## src/rtl/alu_serial_exec_if.sv

```systemverilog
// Handshake and operand/result bundle between the execute-stage ALU and its controller.
interface alu_serial_exec_if #(
    parameter int DATA_WIDTH = 32
);
    logic                  start;
    logic [3:0]            Operation;
    logic                  is_branch;
    logic [DATA_WIDTH-1:0] SrcA;
    logic [DATA_WIDTH-1:0] SrcB;
    logic                  busy;
    logic                  done;
    logic [DATA_WIDTH-1:0] ALUResult;
    logic                  BrTaken;

    modport master (
        output start, Operation, is_branch, SrcA, SrcB,
        input  busy, done, ALUResult, BrTaken
    );

    modport slave (
        input  start, Operation, is_branch, SrcA, SrcB,
        output busy, done, ALUResult, BrTaken
    );
endinterface

```

## src/rtl/alu_serial_exec.sv

```systemverilog
// Execute-stage ALU: single-cycle logic/arith/compare, 1-bit-per-cycle serial shifter.
module alu_serial_exec #(
    parameter int DATA_WIDTH  = 32,
    parameter int SHAMT_WIDTH = 5
) (
    input logic               clk,
    input logic               reset,
    alu_serial_exec_if.slave  bus
);
    typedef enum logic [1:0] {IDLE, SHIFT, DONE} state_t;
    typedef enum logic [1:0] {SH_LL, SH_RL, SH_RA} shift_t;

    state_t                 state, state_next;
    shift_t                 sh_kind;
    logic [DATA_WIDTH-1:0]  work;
    logic [DATA_WIDTH-1:0]  shifted;
    logic [SHAMT_WIDTH-1:0] cnt;
    logic [SHAMT_WIDTH-1:0] shamt;
    logic                   is_shift;
    logic                   last_step;
    logic [DATA_WIDTH-1:0]  imm_result;
    logic                   imm_taken;
    logic                   lt_signed;

    assign shamt     = bus.SrcB[SHAMT_WIDTH-1:0];
    assign lt_signed = $signed(bus.SrcA) < $signed(bus.SrcB);
    assign is_shift  = !bus.is_branch &&
                       (bus.Operation == 4'b0100 || bus.Operation == 4'b0101 ||
                        bus.Operation == 4'b1101);
    assign last_step = (cnt == SHAMT_WIDTH'(1));

    assign bus.busy = (state == SHIFT);
    assign bus.done = (state == DONE);

    // Single-cycle result; shift ops land here only when shamt is zero.
    always_comb begin
        imm_result = '0;
        imm_taken  = 1'b0;
        if (bus.is_branch) begin
            case (bus.Operation)
                4'b1000: imm_taken = (bus.SrcA == bus.SrcB);
                4'b1101: imm_taken = (bus.SrcA != bus.SrcB);
                4'b1110: imm_taken = lt_signed;
                4'b1111: imm_taken = !lt_signed;
                default: imm_taken = 1'b0;
            endcase
            imm_result = {{(DATA_WIDTH-1){1'b0}}, imm_taken};
        end else begin
            case (bus.Operation)
                4'b0000: imm_result = bus.SrcA & bus.SrcB;
                4'b0001: imm_result = bus.SrcA | bus.SrcB;
                4'b0011: imm_result = bus.SrcA ^ bus.SrcB;
                4'b1011: imm_result = bus.SrcA + bus.SrcB;
                4'b1010: imm_result = bus.SrcA - bus.SrcB;
                4'b0010: imm_result = bus.SrcB;
                4'b1100: imm_result = {{(DATA_WIDTH-1){1'b0}}, lt_signed};
                4'b0100, 4'b0101, 4'b1101: imm_result = bus.SrcA;
                default: imm_result = '0;
            endcase
        end
    end

    always_comb begin
        shifted = work;
        case (sh_kind)
            SH_LL:   shifted = {work[DATA_WIDTH-2:0], 1'b0};
            SH_RL:   shifted = {1'b0, work[DATA_WIDTH-1:1]};
            SH_RA:   shifted = {work[DATA_WIDTH-1], work[DATA_WIDTH-1:1]};
            default: shifted = work;
        endcase
    end

    always_comb begin
        state_next = state;
        case (state)
            IDLE: begin
                if (bus.start) begin
                    state_next = (is_shift && shamt != '0) ? SHIFT : DONE;
                end
            end
            SHIFT: begin
                if (last_step) begin
                    state_next = DONE;
                end
            end
            DONE:    state_next = IDLE;
            default: state_next = IDLE;
        endcase
    end

    always_ff @(posedge clk or negedge reset) begin
        if (!reset) begin
            state <= IDLE;
        end else begin
            state <= state_next;
        end
    end

    always_ff @(posedge clk or negedge reset) begin
        if (!reset) begin
            work          <= '0;
            cnt           <= '0;
            sh_kind       <= SH_LL;
            bus.ALUResult <= '0;
            bus.BrTaken   <= 1'b0;
        end else begin
            case (state)
                IDLE: begin
                    if (bus.start) begin
                        if (is_shift && shamt != '0) begin
                            work <= bus.SrcA;
                            cnt  <= shamt;
                            case (bus.Operation)
                                4'b0100: sh_kind <= SH_LL;
                                4'b0101: sh_kind <= SH_RL;
                                default: sh_kind <= SH_RA;
                            endcase
                        end else begin
                            bus.ALUResult <= imm_result;
                            bus.BrTaken   <= imm_taken;
                        end
                    end
                end
                SHIFT: begin
                    work <= shifted;
                    cnt  <= cnt - SHAMT_WIDTH'(1);
                    // Final step publishes the shifted value on the edge that enters DONE.
                    if (last_step) begin
                        bus.ALUResult <= shifted;
                        bus.BrTaken   <= 1'b0;
                    end
                end
                default: ;
            endcase
        end
    end
endmodule
```

## src/flat_wrapper.sv

```systemverilog
// flat-port wrapper written by rule: the top's interface ports become plain ports
module alu_serial_exec_flat 
#(
    parameter int DATA_WIDTH  = 32,
    parameter int SHAMT_WIDTH = 5
)
  (clk, reset, bus_start, bus_Operation, bus_is_branch, bus_SrcA, bus_SrcB, bus_busy, bus_done, bus_ALUResult, bus_BrTaken);
  alu_serial_exec_if #(.DATA_WIDTH(DATA_WIDTH)) bus_i ();
  input logic clk;
  input logic reset;
  input wire logic [$bits(bus_i.start)-1:0] bus_start;
  input wire logic [$bits(bus_i.Operation)-1:0] bus_Operation;
  input wire logic [$bits(bus_i.is_branch)-1:0] bus_is_branch;
  input wire logic [$bits(bus_i.SrcA)-1:0] bus_SrcA;
  input wire logic [$bits(bus_i.SrcB)-1:0] bus_SrcB;
  output wire logic [$bits(bus_i.busy)-1:0] bus_busy;
  output wire logic [$bits(bus_i.done)-1:0] bus_done;
  output wire logic [$bits(bus_i.ALUResult)-1:0] bus_ALUResult;
  output wire logic [$bits(bus_i.BrTaken)-1:0] bus_BrTaken;
  assign bus_i.start = bus_start;
  assign bus_i.Operation = bus_Operation;
  assign bus_i.is_branch = bus_is_branch;
  assign bus_i.SrcA = bus_SrcA;
  assign bus_i.SrcB = bus_SrcB;
  assign bus_busy = bus_i.busy;
  assign bus_done = bus_i.done;
  assign bus_ALUResult = bus_i.ALUResult;
  assign bus_BrTaken = bus_i.BrTaken;
  alu_serial_exec #(.DATA_WIDTH(DATA_WIDTH), .SHAMT_WIDTH(SHAMT_WIDTH)) u_core (.clk(clk), .reset(reset), .bus(bus_i));
endmodule
```

## config.mk

```make
export PLATFORM = sky130hd
export DESIGN_NAME = alu_serial_exec_flat
export DESIGN_NICKNAME = d
export VERILOG_FILES = /design/src/rtl/alu_serial_exec_if.sv /design/src/rtl/alu_serial_exec.sv /design/src/flat_wrapper.sv
export SDC_FILE = /design/constraint.sdc
export NUM_CORES = 1
export LEC_CHECK = 0
export ABC_AREA = 0
export BUFFER_PORTS_ARGS = -buffer_cell sky130_fd_sc_hd__buf_2
export CAP_MARGIN = 20
export CORE_ASPECT_RATIO = 1.25
export CORE_MARGIN = 2
export CORE_UTILIZATION = 60
export CTS_CLUSTER_DIAMETER = 100
export DETAILED_ROUTE_END_ITERATION = 8
export GPL_ROUTABILITY_DRIVEN = 0
export PLACE_DENSITY = 0.81
export RECOVER_POWER = 50
export SYNTH_ARGS = -nofsm -noshare
export SYNTH_HDL_FRONTEND = slang
export SYNTH_SLANG_ARGS = --single-unit
```

## constraint.sdc

```tcl
create_clock -name clk -period 5.3 [get_ports clk]
set_clock_uncertainty 0.1 [all_clocks]
set_input_delay 0.795 -clock clk [delete_from_list [all_inputs] [get_ports clk]]
set_output_delay 0.795 -clock clk [all_outputs]
set_load 0.01 [all_outputs]
```

==> metrics <==
outcome=finished with violations; failing checks=capacitance limit, slew limit; share of the synthesized area in the top cell type=18.72%; max cap viols=1; total grt overflow=0; Die Ht=147.6 um; largest net degree at the start of global routing=75; Num CTS Buffers=9; CTS tree=yes; synthesized cell area=9892 um2; required time of the critical path=5.43 ns; hold crit path type=reg -> reg; Die Area=17,540 um2; Clock Root Buffer=clkbuf_16; CP endpoint kind=flip-flop; Antenna Nets Post-Route=0; hold path start=u_core.bus.ALUResult[1]$_DFFE_PN0P_; Chip Width=118.8 um; sequential share of the synthesized area=18.72%; critical path fanouts, max=13; multi-input logic area=7298 um2; layout cell share with drive strength beyond 1=11.01%; number of global-route vias before repair=10.34k; worst r2r src=u_core.state[1]$_DFFE_PN0P_; initial core utilization=61.06%; FILL cells=1,425; Area growth, synth to finish=9.246%; Max VDD drop=0.0001695 V; post-synthesis cell type count=82; Top FF cell, synth=dfrtp_1; CP Launch Type=input port; Post-CTS Resized=0; final net count=1,633; Storage cell area=1853 um2; Final setup violation count=0; slew margin rel.=-33.97%; ant diodes=0; Slew Limit Fails=75; Vias/cell=6.771; Clock Sinks=74; FP Rows=52; RSZ-0062 raised after global routing=no; Pwr Density=289.5 nW/um2; wire length per cell=20.34 um; Fin. Hold Viols=0; achievable frequency=252.3 MHz; Port Buf Inserts=106; Post-Route WL=33,940 um; Post-route DRC=0; syn nets=1,594; placed insts=1,653; most common library cells after synthesis=a21oi_1, nor2_1, nand2_1, o21ai_0, ha_1; post-synthesis cell count=1,410; H-tree depth=3; Clock transition at path regs=0.06 ns; Yosys Warn Count=0; initial antenna violation count=1; DRT Pass-1 Iters=6; Total Neg Setup Slack=0 ns; first-pass GRT wire length=53,780 um; period utilisation layout=74.78%; Worst Tran Pin Value=2.010 ns; minimum clock period=3.963 ns; DR iter-0 viols=1,525; Setup Fix Bufs, Post-CTS=0; Post-synth EDFFs=0; Final HPWL DP=24,700 um; Hold Buf Count CTS=0; Worst Path Arrival=4.09 ns; main area contributors after synthesis=dfrtp_1, ha_1, a21oi_1; asr flop ratio synth=100.0%; total track usage=37.88%; Crit. Startpoint=bus_SrcA[9]; Yosys reg bits=74; Crit Path Category=in -> reg; I/O pin count=107; Clock Path Buffers=2; cell taking the most area after synthesis=dfrtp_1; Core ar.=16,200 um2; Post-Syn Area per Cell=7.016 um2; most common cell in the netlist=a21oi_1; leakage=4.962 nW; Clk Latency, worst-skew pair=0.35 ns; non-filler cells, final=1,669; via count=11.30k
[sequential cells by signal (all words and copies together) (netlist names)]
name,cells
u_core.state,2
u_core.work,32
u_core.bus.BrTaken,1
u_core.bus.ALUResult,32
u_core.cnt,5
u_core.sh_kind,2
[logic make-up (layout without fill, tap and decap cells)]
family / count (synthesis) / in the layout / synth area share [%]
and+or+nand+nor: 478 / 478 / 22.34
adders and majority gates: 112 / 112 / 14.32
xor gates and xnor gates: 12 / 12 / 1.062
DFF: 74 / 74 / 18.72
AOI/OAI and AO/OA: 521 / 521 / 34.25
buffers and inverters: 199 / 242 / 7.830
muxes: 14 / 14 / 1.480
[cell usage in the layout (no fill, tap or decap), types with 5 or more instances in the layout]
cell type	Yosys	routed
o21bai_1	16	16
a21o_1	20	20
xnor2_1	10	10
clkbuf_16	0	9
nand2b_1	18	17
nor2_1	155	153
clkbuf_1	73	17
a2111oi_0	5	5
a221oi_1	16	16
ha_1	110	110
buf_4	3	17
o211ai_1	26	26
nand3_1	25	25
a221o_1	16	16
a31oi_1	8	8
a22oi_1	16	16
o22ai_1	9	9
mux2_2	5	5
a211o_1	5	5
o31ai_1	9	9
or3_1	14	14
nor3_1	51	51
nor4_1	8	7
a211oi_1	24	24
o21ai_0	122	122
nor2b_1	30	30
and3_1	7	7
buf_2	13	88
inv_1	99	99
nand4_1	8	8
dfrtp_1	74	73
nand2_1	132	132
or2_2	7	7
a311oi_1	6	6
mux2i_1	9	9
a21oi_1	175	175
[through the flow]
step                worst slack, ns  utilization (%)  cell area, um2  hold WS, ns  power, mW
finish                        1.337            66.71           10810       0.3765      3.129
global route                  1.182            66.71           10810       0.4039      3.328
CTS                           1.443            66.73           10810       0.3773      3.083
detailed placement            1.080            64.62           10470       0.3650      2.352
global placement              1.058            64.62           10470       0.3598      2.313
floorplan                     1.885                -            9892       0.3638      1.916
[worst paths after layout]
path / cells after the start / end / slack, ns
setup / recovery: 13 / u_core.bus.ALUResult[29]$_DFFE_PN0P_ / 1.34
hold / removal: 2 / u_core.bus.ALUResult[1]$_DFFE_PN0P_ / 0.38
setup reg to reg: 7 / u_core.bus.ALUResult[20]$_DFFE_PN0P_ / 1.99
hold reg to reg: 2 / u_core.bus.ALUResult[1]$_DFFE_PN0P_ / 0.38
max in group asynchronous: 1 / u_core.sh_kind[0]$_DFFE_PN0P_ / 2.87
min in group asynchronous: 1 / u_core.work[25]$_DFFE_PN0P_ / 0.89
[critical path: stages]
cell and delay (ns):
buf_2 0.16, inv_1 0.06, ha_1 0.42, or2_2 0.39
nor3_1 0.41, nand2_1 0.10, a21oi_1 0.25, o211ai_1 0.23
a31oi_2 0.41, a31o_2 0.26, xor2_1 0.15, o211ai_1 0.10
a221o_1 0.35
[metal layers]
layer	share of wire, %	vias up	wire, um	global-route usage (%)
li1	-	5116	-	-
met1	39	5189	13330	50.81
met2	43	821	14730	58.02
met3	13	172	4318	9.105
met4	4.6	2	1551	16.67
met5	0.038	-	13	0
[report_power, final]
group | internal (mW) | switching [mW] | leakage (nW)
clock network | 0.470 | 0.255 | 0.165
registers | 0.767 | 0.206 | 0.932
logic | 0.531 | 0.900 | 3.87
total | 1.77 | 1.36 | 4.96
[cell type report]
class | count | share of cell area, %
clock buffer | 10 | 2.211
clock inverter | 5 | 0.9494
timing repair buffer | 124 | 6.079
inverter | 103 | 3.578
multi-input combinational | 1137 | 67.54
sequential | 74 | 17.15
tap | 216 | 2.501
No activity file was read; power rests on OpenSTA's default activity.
